$ cat config.mk
export PLATFORM = sky130hd
export DESIGN_NAME = serial_bit_feeder
export DESIGN_NICKNAME = d
export VERILOG_FILES = /design/src/rtl/serial_bit_feeder.sv
export SDC_FILE = /design/constraint.sdc
export NUM_CORES = 1
export LEC_CHECK = 0
export BUFFER_PORTS_ARGS = -buffer_cell sky130_fd_sc_hd__buf_4
export CORE_MARGIN = 2
export CORE_UTILIZATION = 50
export DETAILED_ROUTE_END_ITERATION = 8
export PLACE_DENSITY = 0.75
export SYNTH_ARGS = -nofsm -noshare
export SYNTH_HDL_FRONTEND = slang
export SYNTH_SLANG_ARGS = --single-unit
$ cat constraint.sdc
create_clock -name clk -period 2.3 [get_ports clk]
set_input_delay 0.46 -clock clk [delete_from_list [all_inputs] [get_ports clk]]
set_output_delay 0.46 -clock clk [all_outputs]
set_load 0.01 [all_outputs]
$ cat src/rtl/serial_bit_feeder.sv
// serial_bit_feeder: takes parallel words over a valid/ready handshake and
// shifts them out MSB-first, one bit per clock, onto a single-bit stream.
// Drives IDLE_BIT between words and counts completed words (mod 256).
// Optional macro SERIAL_FEEDER_PARITY_EN appends one even-parity bit per word.
module serial_bit_feeder #(
    parameter int   WIDTH    = 8,
    parameter logic IDLE_BIT = 1'b0
) (
    input  logic             clk,
    input  logic             reset,
    input  logic [WIDTH-1:0] din,
    input  logic             din_valid,
    output logic             din_ready,
    output logic             x,
    output logic             x_valid,
    output logic             frame_start,
    output logic             busy,
    output logic [7:0]       word_count
);

    localparam int CW = (WIDTH > 1) ? $clog2(WIDTH) : 1;
    localparam logic [CW-1:0] LAST = CW'(WIDTH - 1);

`ifdef SERIAL_FEEDER_PARITY_EN
    typedef enum logic [1:0] {IDLE = 2'd0, SHIFT = 2'd1, PARITY = 2'd2} state_t;
`else
    typedef enum logic [1:0] {IDLE = 2'd0, SHIFT = 2'd1} state_t;
`endif

    state_t           state_q, state_d;
    logic [WIDTH-1:0] shift_q, shift_d;
    logic [CW-1:0]    cnt_q, cnt_d;
    logic [7:0]       wc_q, wc_d;
    logic             xfer;
`ifdef SERIAL_FEEDER_PARITY_EN
    logic             parity_q, parity_d;
`endif

    assign xfer = din_valid & din_ready;

    // Ready when a new word can be loaded at the coming edge; held low during reset.
    always_comb begin
        din_ready = 1'b0;
        if (!reset) begin
            unique case (state_q)
                IDLE:    din_ready = 1'b1;
`ifdef SERIAL_FEEDER_PARITY_EN
                PARITY:  din_ready = 1'b1;
                default: din_ready = 1'b0;
`else
                SHIFT:   din_ready = (cnt_q == LAST);
                default: din_ready = 1'b0;
`endif
            endcase
        end
    end

    // Next-state logic: load on transfer, shift otherwise, count finished words.
    always_comb begin
        state_d  = state_q;
        shift_d  = shift_q;
        cnt_d    = cnt_q;
        wc_d     = wc_q;
`ifdef SERIAL_FEEDER_PARITY_EN
        parity_d = parity_q;
`endif
        unique case (state_q)
            IDLE: begin
                if (xfer) begin
                    state_d  = SHIFT;
                    shift_d  = din;
                    cnt_d    = '0;
`ifdef SERIAL_FEEDER_PARITY_EN
                    parity_d = ^din;
`endif
                end
            end
            SHIFT: begin
                shift_d = {shift_q[WIDTH-2:0], 1'b0};
                cnt_d   = cnt_q + CW'(1);
                if (cnt_q == LAST) begin
                    cnt_d = '0;
`ifdef SERIAL_FEEDER_PARITY_EN
                    state_d = PARITY;
`else
                    wc_d = wc_q + 8'd1;
                    if (xfer) begin
                        shift_d = din;
                    end else begin
                        state_d = IDLE;
                    end
`endif
                end
            end
`ifdef SERIAL_FEEDER_PARITY_EN
            PARITY: begin
                wc_d = wc_q + 8'd1;
                if (xfer) begin
                    state_d  = SHIFT;
                    shift_d  = din;
                    cnt_d    = '0;
                    parity_d = ^din;
                end else begin
                    state_d = IDLE;
                end
            end
`endif
            default: state_d = IDLE;
        endcase
    end

    // State register with synchronous active-high reset.
    always_ff @(posedge clk) begin
        if (reset) begin
            state_q  <= IDLE;
            shift_q  <= '0;
            cnt_q    <= '0;
            wc_q     <= '0;
`ifdef SERIAL_FEEDER_PARITY_EN
            parity_q <= 1'b0;
`endif
        end else begin
            state_q  <= state_d;
            shift_q  <= shift_d;
            cnt_q    <= cnt_d;
            wc_q     <= wc_d;
`ifdef SERIAL_FEEDER_PARITY_EN
            parity_q <= parity_d;
`endif
        end
    end

    // Serial outputs decoded from registered state only; forced idle during reset.
    always_comb begin
        x           = IDLE_BIT;
        x_valid     = 1'b0;
        frame_start = 1'b0;
        busy        = 1'b0;
        if (!reset) begin
            busy = (state_q != IDLE);
            if (state_q == SHIFT) begin
                x           = shift_q[WIDTH-1];
                x_valid     = 1'b1;
                frame_start = (cnt_q == '0);
            end
`ifdef SERIAL_FEEDER_PARITY_EN
            if (state_q == PARITY) begin
                x       = parity_q;
                x_valid = 1'b1;
            end
`endif
        end
    end

    assign word_count = wc_q;

endmodule

# After elaboration in Yosys (flattened, before gate mapping)

Cells that the tools add are included.

Flip-flop bits (word level): 21
Latch bits: 0
Bits in writable memories: 0
ROM bits: 0
Output and inout port bits: 13
Word-level logic and storage cells: 39
Memories: 0

Add/sub/neg operators: 2
$mul: 0
Divide/modulo/power cells: 0
$lt $le $gt $ge: 0
Eq/ne operators: 5
Shifts and indexed selects: 0
Mux-type cells: 20
Bitwise gates (word level): 1
Reductions and logical operators: 7

Operator list:

| kind                                          | number |
|---|---|
| 2-to-1 mux 8 bit                              | 3 |
| case mux 8 bit (2 select lines)               | 1 |
| adder 8 x 1 -> 8 bit, second input constant   | 1 |
| 2-to-1 mux 1 bit                              | 8 |
| 2-to-1 mux 2 bit                              | 3 |
| 2-to-1 mux 3 bit                              | 2 |
| inequality test 2 bit, second input constant  | 3 |
| case mux 3 bit (2 select lines)               | 1 |
| case mux 2 bit (2 select lines)               | 1 |
| AND reduction 2 bit                           | 2 |
| nonzero test 2 bit                            | 2 |
| adder 3 x 1 -> 3 bit, second input constant   | 1 |
| == test 3 bit, second input constant          | 1 |
| zero test 3 bit                               | 1 |
| AND reduction 3 bit                           | 1 |
| == test 2 x 1 -> 1 bit, second input constant | 1 |
| zero test 2 bit                               | 1 |
| case mux 1 bit (2 select lines)               | 1 |
| bitwise AND 1 bit                             | 1 |

# Logic depth before layout (Yosys ltp)

Gate-level depths: netlist of run 1.

Word-level depth: 7
Mapped depth: 6
Depth with buffers taken out: 5

# Least setup slack after synthesis of run 1

OpenSTA, ideal clock, no wires.

Path kind: reg-to-output
Start: reg cnt_q[0]
End: out din_ready
Arrival: 1.143 ns
Required time: 1.840 ns
Path slack: 0.697 ns
Stages on the path, launching flop included: 5
Path buffers: 0
Path through: dfxtp_1 > ha_1 > ha_1 > and2b_1 > nor2_1

Cells in the longest elaborated chain, start to end: 3

Ends and longest elaborated chain:

| element                         | RTL line | text |
|---|---|---|
| start, declared                 | 32       | `logic [CW-1:0] cnt_q, cnt_d;` |
| start signal, assigned          | 125      | `cnt_q <= cnt_d;` |
| == test 3 bit                   | 51       | `SHIFT: din_ready = (cnt_q == LAST);` |
| case mux 1 bit (2 select lines) | 45       | `unique case (state_q)` |
| 2-to-1 mux 1 bit                | 44       | `if (!reset) begin` |
| end, declared                   | 13       | `output logic din_ready,` |

No other way between the ends.

# Final worst setup path of run 1

Ends and elaborated chain as after synthesis.

==> metrics.cfg, run 1 <==
[timing]
period_share = 0.9156
layout_min_cycle_time_ns = 2.106
worst_slew_pin_slew_ns = 0.5085
setup_viol = 0
fmax_ghz = 0.4748
slew_viol_final = 0
fin_skew_ns = 0.008894
hold_violations = 0
fin_setup_tns_ns = 0
rsz0062_at_grt = no
slew-limit-headroom = 0.6606

[grt]
grt_pass1_vias = 890
grt_first_pass_wirelength_um = 3663
grt_antenna_before_repair = 0
grt_max_degree = 24
grt_use_total = 0.1931
grt-ovfl-total = 0

[cells_and_area]
drive_gt1_frac = 0.2782
diodes = 0
area_growth_pct = 19.18
n_fill_cell = 189
instances_no_fill = 160
fin_nets = 150

[power_and_ir_drop]
peakVddDrop_mv = 0.3327
power.total_mw = 0.6154
powerDensity_nw_per_um2 = 510.7
p_leak_nw = 0.5026

[critical_path]
path_max_fanout = 8
worst_path_most_repeated_cell = ha_1
crit_chain = ha_1 -> ha_1 -> and2b_1 -> nor2_1 -> buf_4
slowest_delay_ns = 0.39
path_class = register to output port
reg2reg_slack_ns = 0.50
arrival_ns = 1.65
slowest_stage = dfxtp_1
startpoint_type = register
crit_family = adder cells
critPathCaptureType = output port
timing.critical_path.buf_inv = 1
worst_ep_required_time_ns = 1.84

[clocking]
hold_buffers = 0
cts_tree = built
worst_skew_pair.late_latency_ns = 0.30
htreeDepth = 1
post_cts_buffers = 0
path_clk_slew_ns = 0.11
cts.root.buffer_cell = clkbuf_4
clock-sinks = 20
clock_path_buffers = 2
postCtsResizedCells = 0
numCtsBuffers = 3

[placed_design]
io_buffers = 23
hpwl_um = 1451
place_congestion = 0.7204
dp.cells = 157

[detailed_routing]
drt-initial-drc-count = 6
postRouteAntennaNets = 0
viasPerCell = 5.569
via_count = 891
route.detailed.drc = 0
wl_um = 1994
wl_per_cell_um = 12.46
firstDrtPassIters = 4

[die]
die_y_um = 48.97
die-area_um2 = 2398
core_area_um2 = 1942
start_util = 0.5206
io_pins = 24
die_w_um = 48.97
rows = 16

[yosys]
syn_inst = 114
synth_area_um2 = 1011
synth_top_family_by_area = compound AO/OA/AOI/OAI gates
yosys.cell_types.count = 30
syn_area_per_cell_um2 = 8.868
synthesis.nets = 129
synth_fa_ha_area_frac = 0.04950
ys_warn_count = 0
synthXorXnorAreaFrac = 0.01733
ys_ff_latch = 20
seq_area_frac_synth = 0.3960
synth_mux_area_frac = 0.07797
yosys.area_share.simple = 0.1844
synth_compound_area_frac = 0.1918

[worst_hold_path]
hold_class = input port to register

[flow_run]
cap_violations = 0

[outcome]
status = finished, final reports clean

==> placed cells by master (no fill, tap or decap), types with 3 or more instances in the layout <==
cell type  count
inv_1         11
nor3b_1        3
buf_4         24
nand3_1        3
nor2_1         9
dfxtp_1       20
ha_1           4
nand2_1        4
a31oi_1        7
a21oi_1        8
o31ai_1        3
mux2_2         7
a311oi_1       7
clkbuf_4       3
==> stage by stage <==
step	hold WS, ns	area [um^2]	setup WS [ns]	utilization
after floorplan	0.4959	1011	0.6972	-
after global placement	0.4641	1182	0.5623	0.6089
after detailed placement	0.4835	1182	0.5175	0.6089
after CTS	0.3966	1205	0.1779	0.6205
after global routing	0.3859	1205	0.07567	0.6205
final	0.3968	1205	0.1941	0.6205
==> cells by family after synthesis <==
| family | Yosys count |
|---|---|
| XOR/XNOR | 2 |
| AND/OR/NAND/NOR | 33 |
| buffers and inverters | 19 |
| flip-flops | 20 |
| AO/OA/AOI/OAI | 29 |
| adder cells (fa/ha/maj) | 4 |
| multiplexers | 7 |
==> state kept, by name (all words and copies together), names as in the netlist <==
name / flops
word_count: 8
shift_q: 8
cnt_q: 3
state_q: 1
==> routing by layer <==
layer | global-route usage | up-vias | routed length (um)
met4 | 0.1000 | 0 | 34
met1 | 0.2147 | 419 | 905
met3 | 0.02761 | 4 | 70
met2 | 0.3539 | 17 | 984
met5 | 0 | - | 0
li1 | - | 451 | -
==> cells in the mapped netlist <==
master / count / area share
a21oi_1: 8 / 0.040
a311oi_1: 7 / 0.061
a31o_2: 1 / 0.0087
a31oi_1: 7 / 0.043
and2_1: 1 / 0.0062
and2b_1: 1 / 0.0074
and3b_1: 1 / 0.0087
buf_2: 1 / 0.0049
buf_4: 3 / 0.022
clkbuf_1: 4 / 0.015
dfxtp_1: 20 / 0.40
ha_1: 4 / 0.050
inv_1: 11 / 0.041
mux2_2: 7 / 0.078
nand2_1: 4 / 0.015
nand2b_1: 1 / 0.0062
nand3_1: 3 / 0.015
nand3_2: 1 / 0.0099
nand4_1: 2 / 0.012
nor2_1: 9 / 0.033
nor2b_1: 1 / 0.0062
nor3b_1: 3 / 0.022
nor4b_1: 1 / 0.0087
o211ai_1: 1 / 0.0074
o21ai_0: 2 / 0.0099
o31ai_1: 3 / 0.022
or2_2: 1 / 0.0062
or3_1: 2 / 0.012
or4_1: 2 / 0.015
xor2_1: 2 / 0.017
==> worst reg2reg max path, stage by stage (launching register included) <==
cell	delay, ns
dfxtp_1	0.39
ha_1	0.17
ha_1	0.29
nand2b_1	0.46
a31oi_1	0.15
a311oi_1	0.27
==> power breakdown <==
group	internal [mW]	switching [mW]
Clock	0.0610	0.103
Combinational	0.0430	0.0403
Sequential	0.358	0.0105
Total	0.462	0.153
==> path summary, 6_finish.rpt <==
check                                                start                          to  depth (start not counted)
worst min-delay path                                din[0]     shift_q[0]$_SDFFE_PP0P_                          2
worst min register to register  word_count[7]$_SDFFE_PP0P_  word_count[7]$_SDFFE_PP0P_                          2
worst max-delay path                 cnt_q[0]$_SDFFE_PP0P_                   din_ready                          5
worst max register to register       cnt_q[0]$_SDFFE_PP0P_     shift_q[2]$_SDFFE_PP0P_                          5
==> final cells by class <==
type / instances / area, um^2 / share of cell area
flip-flops and latches: 20 / 400.4 / 0.3323
multi-input cells: 75 / 526.8 / 0.4372
well taps: 27 / 33.78 / 0.02804
inverters: 11 / 41.29 / 0.03427
clock buffers: 3 / 22.52 / 0.01869
repair buffers: 24 / 180.2 / 0.1495
No activity file was read; power rests on OpenSTA's default activity.
==> run 2, diff against run 1 <==
--- a/config.mk
+++ b/config.mk
@@ -5,11 +5,14 @@
 export SDC_FILE = /design/constraint.sdc
 export NUM_CORES = 1
 export LEC_CHECK = 0
+export ABC_AREA = 1
 export BUFFER_PORTS_ARGS = -buffer_cell sky130_fd_sc_hd__buf_4
+export CAP_MARGIN = 20
 export CORE_MARGIN = 2
 export CORE_UTILIZATION = 50
+export CTS_BUF_LIST = sky130_fd_sc_hd__clkbuf_16
 export DETAILED_ROUTE_END_ITERATION = 8
-export PLACE_DENSITY = 0.75
+export PLACE_DENSITY = 0.76
 export SYNTH_ARGS = -nofsm -noshare
 export SYNTH_HDL_FRONTEND = slang
 export SYNTH_SLANG_ARGS = --single-unit
==> run 2 against run 1 <==
Sequential share of layout area decreased by 1.1 points. Routed wire length is 5.9% lower. Largest power group is now the clock network. Largest cell class unchanged. Utilization increased by 7.9 points. Total power grew 52%. Clock power grew to 2.9 times the previous value. Die area is 3.7% lower. Highest routed layer unchanged.
==> metrics.cfg, run 2 <==
[yosys]
synth_edf_count = 0  ; unchanged
synth_area_um2 = 969.7  ; -4.1%
netlist_top_cells_area = dfxtp_1 (41%), nor2_1 (13%), nand2_1 (6.6%), a21oi_1 (5.7%), o21ai_0 (5.7%)
yosys.area.top_type = dfxtp_1
ys_ff_latch = 20  ; unchanged
ys.flop_type = dfxtp_1
seq_area_frac_synth = 0.4129  ; +0.01686
ys_warn_count = 0  ; unchanged
synth_top_area_share = 0.4129  ; +0.01686
synth_most_common_cell = nor2_1
syn_inst = 130  ; +14%
synth_common_cells = nor2_1 (34), dfxtp_1 (20), nand2_1 (17)
synthesis.nets = 145  ; +12%
syn_area_per_cell_um2 = 7.459  ; -16%
yosys.cell_types.count = 23  ; -23%
async_flop_share = 0  ; unchanged

[detailed_routing]
postRouteAntennaNets = 0  ; unchanged
firstDrtPassIters = 4  ; unchanged
via_count = 866  ; -2.8%
wl_um = 1876  ; -5.9%
wl_per_cell_um = 10.54  ; -15%
viasPerCell = 4.865  ; -13%
route.detailed.drc = 0  ; unchanged
drt-initial-drc-count = 11  ; +5

[die]
die_w_um = 48.04  ; -1.9%
start_util = 0.5439  ; +0.02324
core_area_um2 = 1783  ; -8.2%
die_y_um = 48.04  ; -1.9%
rows = 15  ; -1
io_pins = 24  ; unchanged
die-area_um2 = 2308  ; -3.7%

[clocking]
numCtsBuffers = 3  ; unchanged
postCtsResizedCells = 0  ; unchanged
clock-sinks = 20  ; unchanged
hold_buffers = 0  ; unchanged
clock_path_buffers = 2  ; unchanged
htreeDepth = 1  ; unchanged
cts_tree = built
cts.root.buffer_cell = clkbuf_16
path_clk_slew_ns = 0.06  ; -0.05 ns
worst_skew_pair.late_latency_ns = 0.25  ; -0.05 ns
post_cts_buffers = 0  ; unchanged

[timing]
fin_skew_ns = 0.004101  ; -0.004793 ns
layout_min_cycle_time_ns = 1.922  ; -0.1842 ns
rsz0062_at_grt = no
holdWs_ns = 0.4462  ; +0.04942 ns
slew-limit-headroom = 0.7246  ; +0.06407
fin_setup_tns_ns = 0  ; unchanged
setup_viol = 0  ; unchanged
fmax_ghz = 0.5204  ; +9.6%
hold_violations = 0  ; unchanged
slew_viol_final = 0  ; unchanged
period_share = 0.8355  ; -0.08007
fin_ws_ns = 0.3782  ; +0.1842 ns
worst_slew_pin_slew_ns = 0.4121  ; -0.09641 ns

[critical_path]
r2r-start = cnt_q[0]$_SDFFE_PP0P_
arrival_ns = 1.46  ; -0.19 ns
critPathCaptureType = output port
path_max_fanout = 4  ; -4
reg2reg_slack_ns = 0.61  ; +0.11 ns
startpoint_type = register
worst_r2r_endpoint = cnt_q[1]$_SDFFE_PP0P_
path_class = register to output port
reg2reg_depth = 7  ; +2
worst_ep_required_time_ns = 1.84  ; about the same

[cells_and_area]
register_area_um2 = 400.4  ; unchanged
diodes = 0  ; unchanged
post-route-util = 0.6996  ; +0.07916
fin_nets = 169  ; +13%
area_growth_pct = 28.65
n_fill_cell = 166  ; -12%
final_area_um2 = 1247  ; +3.5%
instances_no_fill = 178  ; +11%
drive_gt1_frac = 0.2549  ; -0.02329
layout_commonest_cell = nor2_1
final_cell_mix = nor2_1 (34), buf_4 (24), dfxtp_1 (20)
multi_input_area_um2 = 481.7  ; -8.6%

[power_and_ir_drop]
peakVddDrop_mv = 0.5829  ; +75%
powerDensity_nw_per_um2 = 750.2  ; +47%
p_leak_nw = 0.5823  ; +16%
power.total_mw = 0.9358  ; +52%

[placed_design]
place_congestion = 0.7318  ; +1.6%
pre_cts_slack_ns = 0.6199  ; +0.1024 ns
dp.cells = 174  ; +11%
io_buffers = 23  ; unchanged
placed_cell_area_um2 = 1142  ; -3.4%
hpwl_um = 1346  ; -7.2%

[worst_hold_path]
holdPathStages = 3  ; +1
worstHoldStart = din[1]
hold_class = input port to register
holdPathEnd = shift_q[1]$_SDFFE_PP0P_

[grt]
grt_first_pass_wirelength_um = 3036  ; -17%
grt_max_degree = 16  ; -33%
grt_pass1_vias = 769  ; -14%
grt_antenna_before_repair = 0  ; unchanged
grt-ovfl-total = 0  ; unchanged
grt_use_total = 0.1882  ; -0.004868

[flow_run]
cap_violations = 0  ; unchanged

[outcome]
status = finished, final reports clean

## run 2: cell types whose count changed after synthesis, moves of 4 or more
cell,before,now
nor2_1,9,34
nand2_1,4,17
o21ai_0,2,11
a311oi_1,7,0
a31oi_1,7,0
mux2_2,7,0
clkbuf_1,4,0
## run 2: worst max path at each step
stage	start	slack, ns	cells after the start	to
CTS	cnt_q[0]$_SDFFE_PP0P_	0.37	7	din_ready
finish	cnt_q[0]$_SDFFE_PP0P_	0.38	7	din_ready
global placement	reset	0.62	5	frame_start
detailed placement	reset	0.62	5	frame_start
global route	cnt_q[0]$_SDFFE_PP0P_	0.27	7	din_ready
floorplan	cnt_q[0]$_SDFFE_PP0P_	0.79	6	din_ready
## run 2: critical path, stage by stage (launching register included)
cell and delay, ns:
dfxtp_1 0.36, ha_1 0.16, ha_1 0.20, inv_1 0.07
nand2_2 0.09, inv_1 0.08, nor2_1 0.12, buf_4 0.14
## run 2: per-layer routing
| layer | wire length [um] | GRT usage | part of all wire | vias to the layer above |
|---|---|---|---|---|
| li1 | - | - | - | 464 |
| met1 | 774 | 0.1968 | 0.41 | 381 |
| met2 | 985 | 0.3493 | 0.53 | 19 |
| met3 | 104 | 0.07170 | 0.055 | 2 |
| met4 | 11 | 0.04865 | 0.0059 | 0 |
| met5 | 0 | 0 | 0 | - |
## run 2: area by class of cell
cell class | count | share of cell area
flip-flops and latches | 20 | 0.3210
repair buffers | 24 | 0.1444
clock buffers | 3 | 0.06018
clock inverters | 1 | 0.02407
well taps | 25 | 0.02508
inverters | 13 | 0.03912
multi-input cells | 92 | 0.3862
## run 2: where the power goes
group          switching (mW)  leakage, nW  internal [mW]
combinational          0.0495        0.368         0.0390
sequential             0.0106        0.164          0.364
clock                   0.128       0.0511          0.345
## run 2: kinds of logic (layout without fill, tap and decap cells)
group	after synthesis	after routing	share of synthesized area
AO/OA/AOI/OAI	29	29	0.1677
adder cells (fa/ha/maj)	4	4	0.05161
buffers and inverters	18	41	0.09032
flip-flops	20	20	0.4129
AND/OR/NAND/NOR	59	59	0.2774
==> run 3, diff against run 2 <==
==> constraint.sdc (replaced) <==
create_clock -name clk -period 1.8 [get_ports clk]
set_input_delay 0.36 -clock clk [delete_from_list [all_inputs] [get_ports clk]]
set_output_delay 0.36 -clock clk [all_outputs]
set_load 0.01 [all_outputs]
==> run 3 against run 2 <==
Global-route usage is 0.31 points lower. Flip-flop and latch count unchanged. First-iteration DRC count is 36% lower. Final cell count is 2.8% higher. Setup slack worse by 0.32 ns. Final area increased by 3.7%. Die area unchanged. Register-to-register slack lost 0.41 ns. Non-clock buffer count increased by 5. Routed wire length up 8.0%. Sequential power grew 28%. Critical endpoint unchanged.
==> metrics.cfg, run 3 (synthesized netlist as in run 2, its figures left out) <==
[outcome]
status = finished, final reports clean

[grt]
grt_antenna_before_repair = 0  ; unchanged
grt-ovfl-total = 0  ; unchanged
grt_first_pass_wirelength_um = 2842  ; -6.4%
grt_max_degree = 15  ; -1
grt_use_total = 0.1852  ; -0.003060
grt_pass1_vias = 717  ; -6.8%

[flow_run]
cap_violations = 0  ; unchanged

[clocking]
numCtsBuffers = 3  ; unchanged
hold_buffers = 0  ; unchanged
htreeDepth = 1  ; unchanged
clock-sinks = 20  ; unchanged
cts.root.buffer_cell = clkbuf_16
worst_skew_pair.late_latency_ns = 0.26  ; about the same
cts_tree = built
clock_path_buffers = 2  ; unchanged
path_clk_slew_ns = 0.06  ; about the same

[timing]
fin_skew_ns = 0.004217  ; +0.0001170 ns
holdWs_ns = 0.3345  ; -0.1116 ns
setup_viol = 0  ; unchanged
layout_min_cycle_time_ns = 1.745
slew-limit-headroom = 0.7309  ; +0.006263
slew_viol_final = 0  ; unchanged
worst_slew_pin_slew_ns = 0.4027  ; -0.009372 ns
hold_violations = 0  ; unchanged
fin_setup_tns_ns = 0  ; unchanged
fmax_ghz = 0.5730
rsz0062_at_grt = no
period_share = 0.9696

[cells_and_area]
area_growth_pct = 33.42
drive_gt1_frac = 0.3101  ; +0.05522
layout_commonest_cell = nor2_1
fin_nets = 174  ; +3.0%
diodes = 0  ; unchanged
n_fill_cell = 148  ; -11%
final_cell_mix = nor2_1 (33), buf_4 (29), dfxtp_1 (19)

[critical_path]
arrival_ns = 1.39  ; -0.07 ns
path_class = register to output port
worst_ep_required_time_ns = 1.44  ; -0.40 ns
path_max_fanout = 4  ; unchanged
r2r-start = cnt_q[0]$_SDFFE_PP0P_
startpoint_type = register
slowest_stage = dfxtp_2
crit_chain = ha_2 -> ha_2 -> inv_1 -> nand2_2 -> inv_2 -> nor2_2 -> buf_4
slowest_delay_ns = 0.35  ; about the same
worst_r2r_endpoint = cnt_q[1]$_SDFFE_PP0P_
critPathCaptureType = output port
worst_path_most_repeated_cell = ha_2
reg2reg_depth = 8  ; +1
reg2reg_slack_ns = 0.20  ; -0.41 ns

[detailed_routing]
wl_um = 2027  ; +8.0%
wl_per_cell_um = 11.08  ; +5.1%
drt-met1-wl_um = 861  ; +11%
firstDrtPassIters = 4  ; unchanged
route.detailed.drc = 0  ; unchanged
met2_length_um = 1036  ; +5.2%
viasPerCell = 4.858  ; -0.15%
postRouteAntennaNets = 0  ; unchanged
wl_met3_um = 100  ; -3.8%
drt-initial-drc-count = 7  ; -4
via_count = 889  ; +2.7%
highest-signal-layer = met4

[die]
die-area_um2 = 2308  ; unchanged
io_pins = 24  ; unchanged
die_w_um = 48.04  ; unchanged
start_util = 0.5439  ; unchanged
core_area_um2 = 1783  ; unchanged
die_y_um = 48.04  ; unchanged
rows = 15  ; unchanged

[placed_design]
io_buffers = 23  ; unchanged
place_congestion = 0.7040  ; -3.8%
hpwl_um = 1394  ; +3.5%

[worst_hold_path]
worstHoldStart = din[1]
hold_class = input port to register
holdPathEnd = shift_q[1]$_SDFFE_PP0P_
holdPathStages = 3  ; unchanged

[power_and_ir_drop]
p_leak_nw = 0.6001  ; +3.1%
powerDensity_nw_per_um2 = 937.1  ; +25%
peakVddDrop_mv = 0.9923  ; +70%

[run 3: metrics by stage]
stage	util	area [um^2]	instances	power (mW)	worst slack, ns
2_1_floorplan	-	969.7	130	0.5646	0.3920
3_3_place_gp	0.6491	1157	176	0.6012	0.2923
3_5_place_dp	0.6491	1157	176	0.6052	0.2244
4_1_cts	0.7158	1276	181	1.219	0.02612
5_1_grt	0.7256	1294	183	1.258	0.009383
6_report	0.7256	1294	183	1.212	0.05468
[run 3: area by class of cell]
| cell class | count | area (um^2) | area share |
|---|---|---|---|
| inverters | 13 | 48.80 | 0.03772 |
| clock inverters | 1 | 30.03 | 0.02321 |
| well taps | 25 | 31.28 | 0.02418 |
| multi-input cells | 92 | 489.2 | 0.3781 |
| flip-flops and latches | 20 | 401.6 | 0.3104 |
| repair buffers | 29 | 217.7 | 0.1683 |
| clock buffers | 3 | 75.07 | 0.05803 |
[run 3: report_power, final]
part / total, mW / internal, mW / switching, mW
clock network: 0.609 / 0.441 / 0.167
logic: 0.127 / 0.0574 / 0.0692
registers: 0.477 / 0.465 / 0.0122
[run 3: timing repair]
item | in CTS | in global routing
endpoints found under the setup margin | 1 | 1
gates resized for setup | 3 | 2
buffers inserted | 1 | 2
pin swaps | 0 | 2
[run 3: per-layer routing]
layer,GRT usage,vias up
met5,0,-
met4,0.1189,0
met3,0.06792,4
met2,0.3173,16
met1,0.1878,398
li1,-,471
[run 3: worst max-delay path by stage]
stage | slack [ns] | startpoint | to
CTS | 0.03 | cnt_q[0]$_SDFFE_PP0P_ | din_ready
global placement | 0.29 | cnt_q[0]$_SDFFE_PP0P_ | cnt_q[1]$_SDFFE_PP0P_
floorplan | 0.39 | cnt_q[0]$_SDFFE_PP0P_ | din_ready
global route | 0.009 | state_q[0]$_SDFFE_PP0P_ | frame_start
finish | 0.05 | cnt_q[0]$_SDFFE_PP0P_ | din_ready
detailed placement | 0.22 | cnt_q[0]$_SDFFE_PP0P_ | din_ready
[run 3: critical path, delay by kind of cell (launching register included)]
family,cells,cell delay (ns)
flip-flops,1,0.35
adder cells (fa/ha/maj),2,0.35
buffers and inverters,3,0.23
AND/OR/NAND/NOR,2,0.19
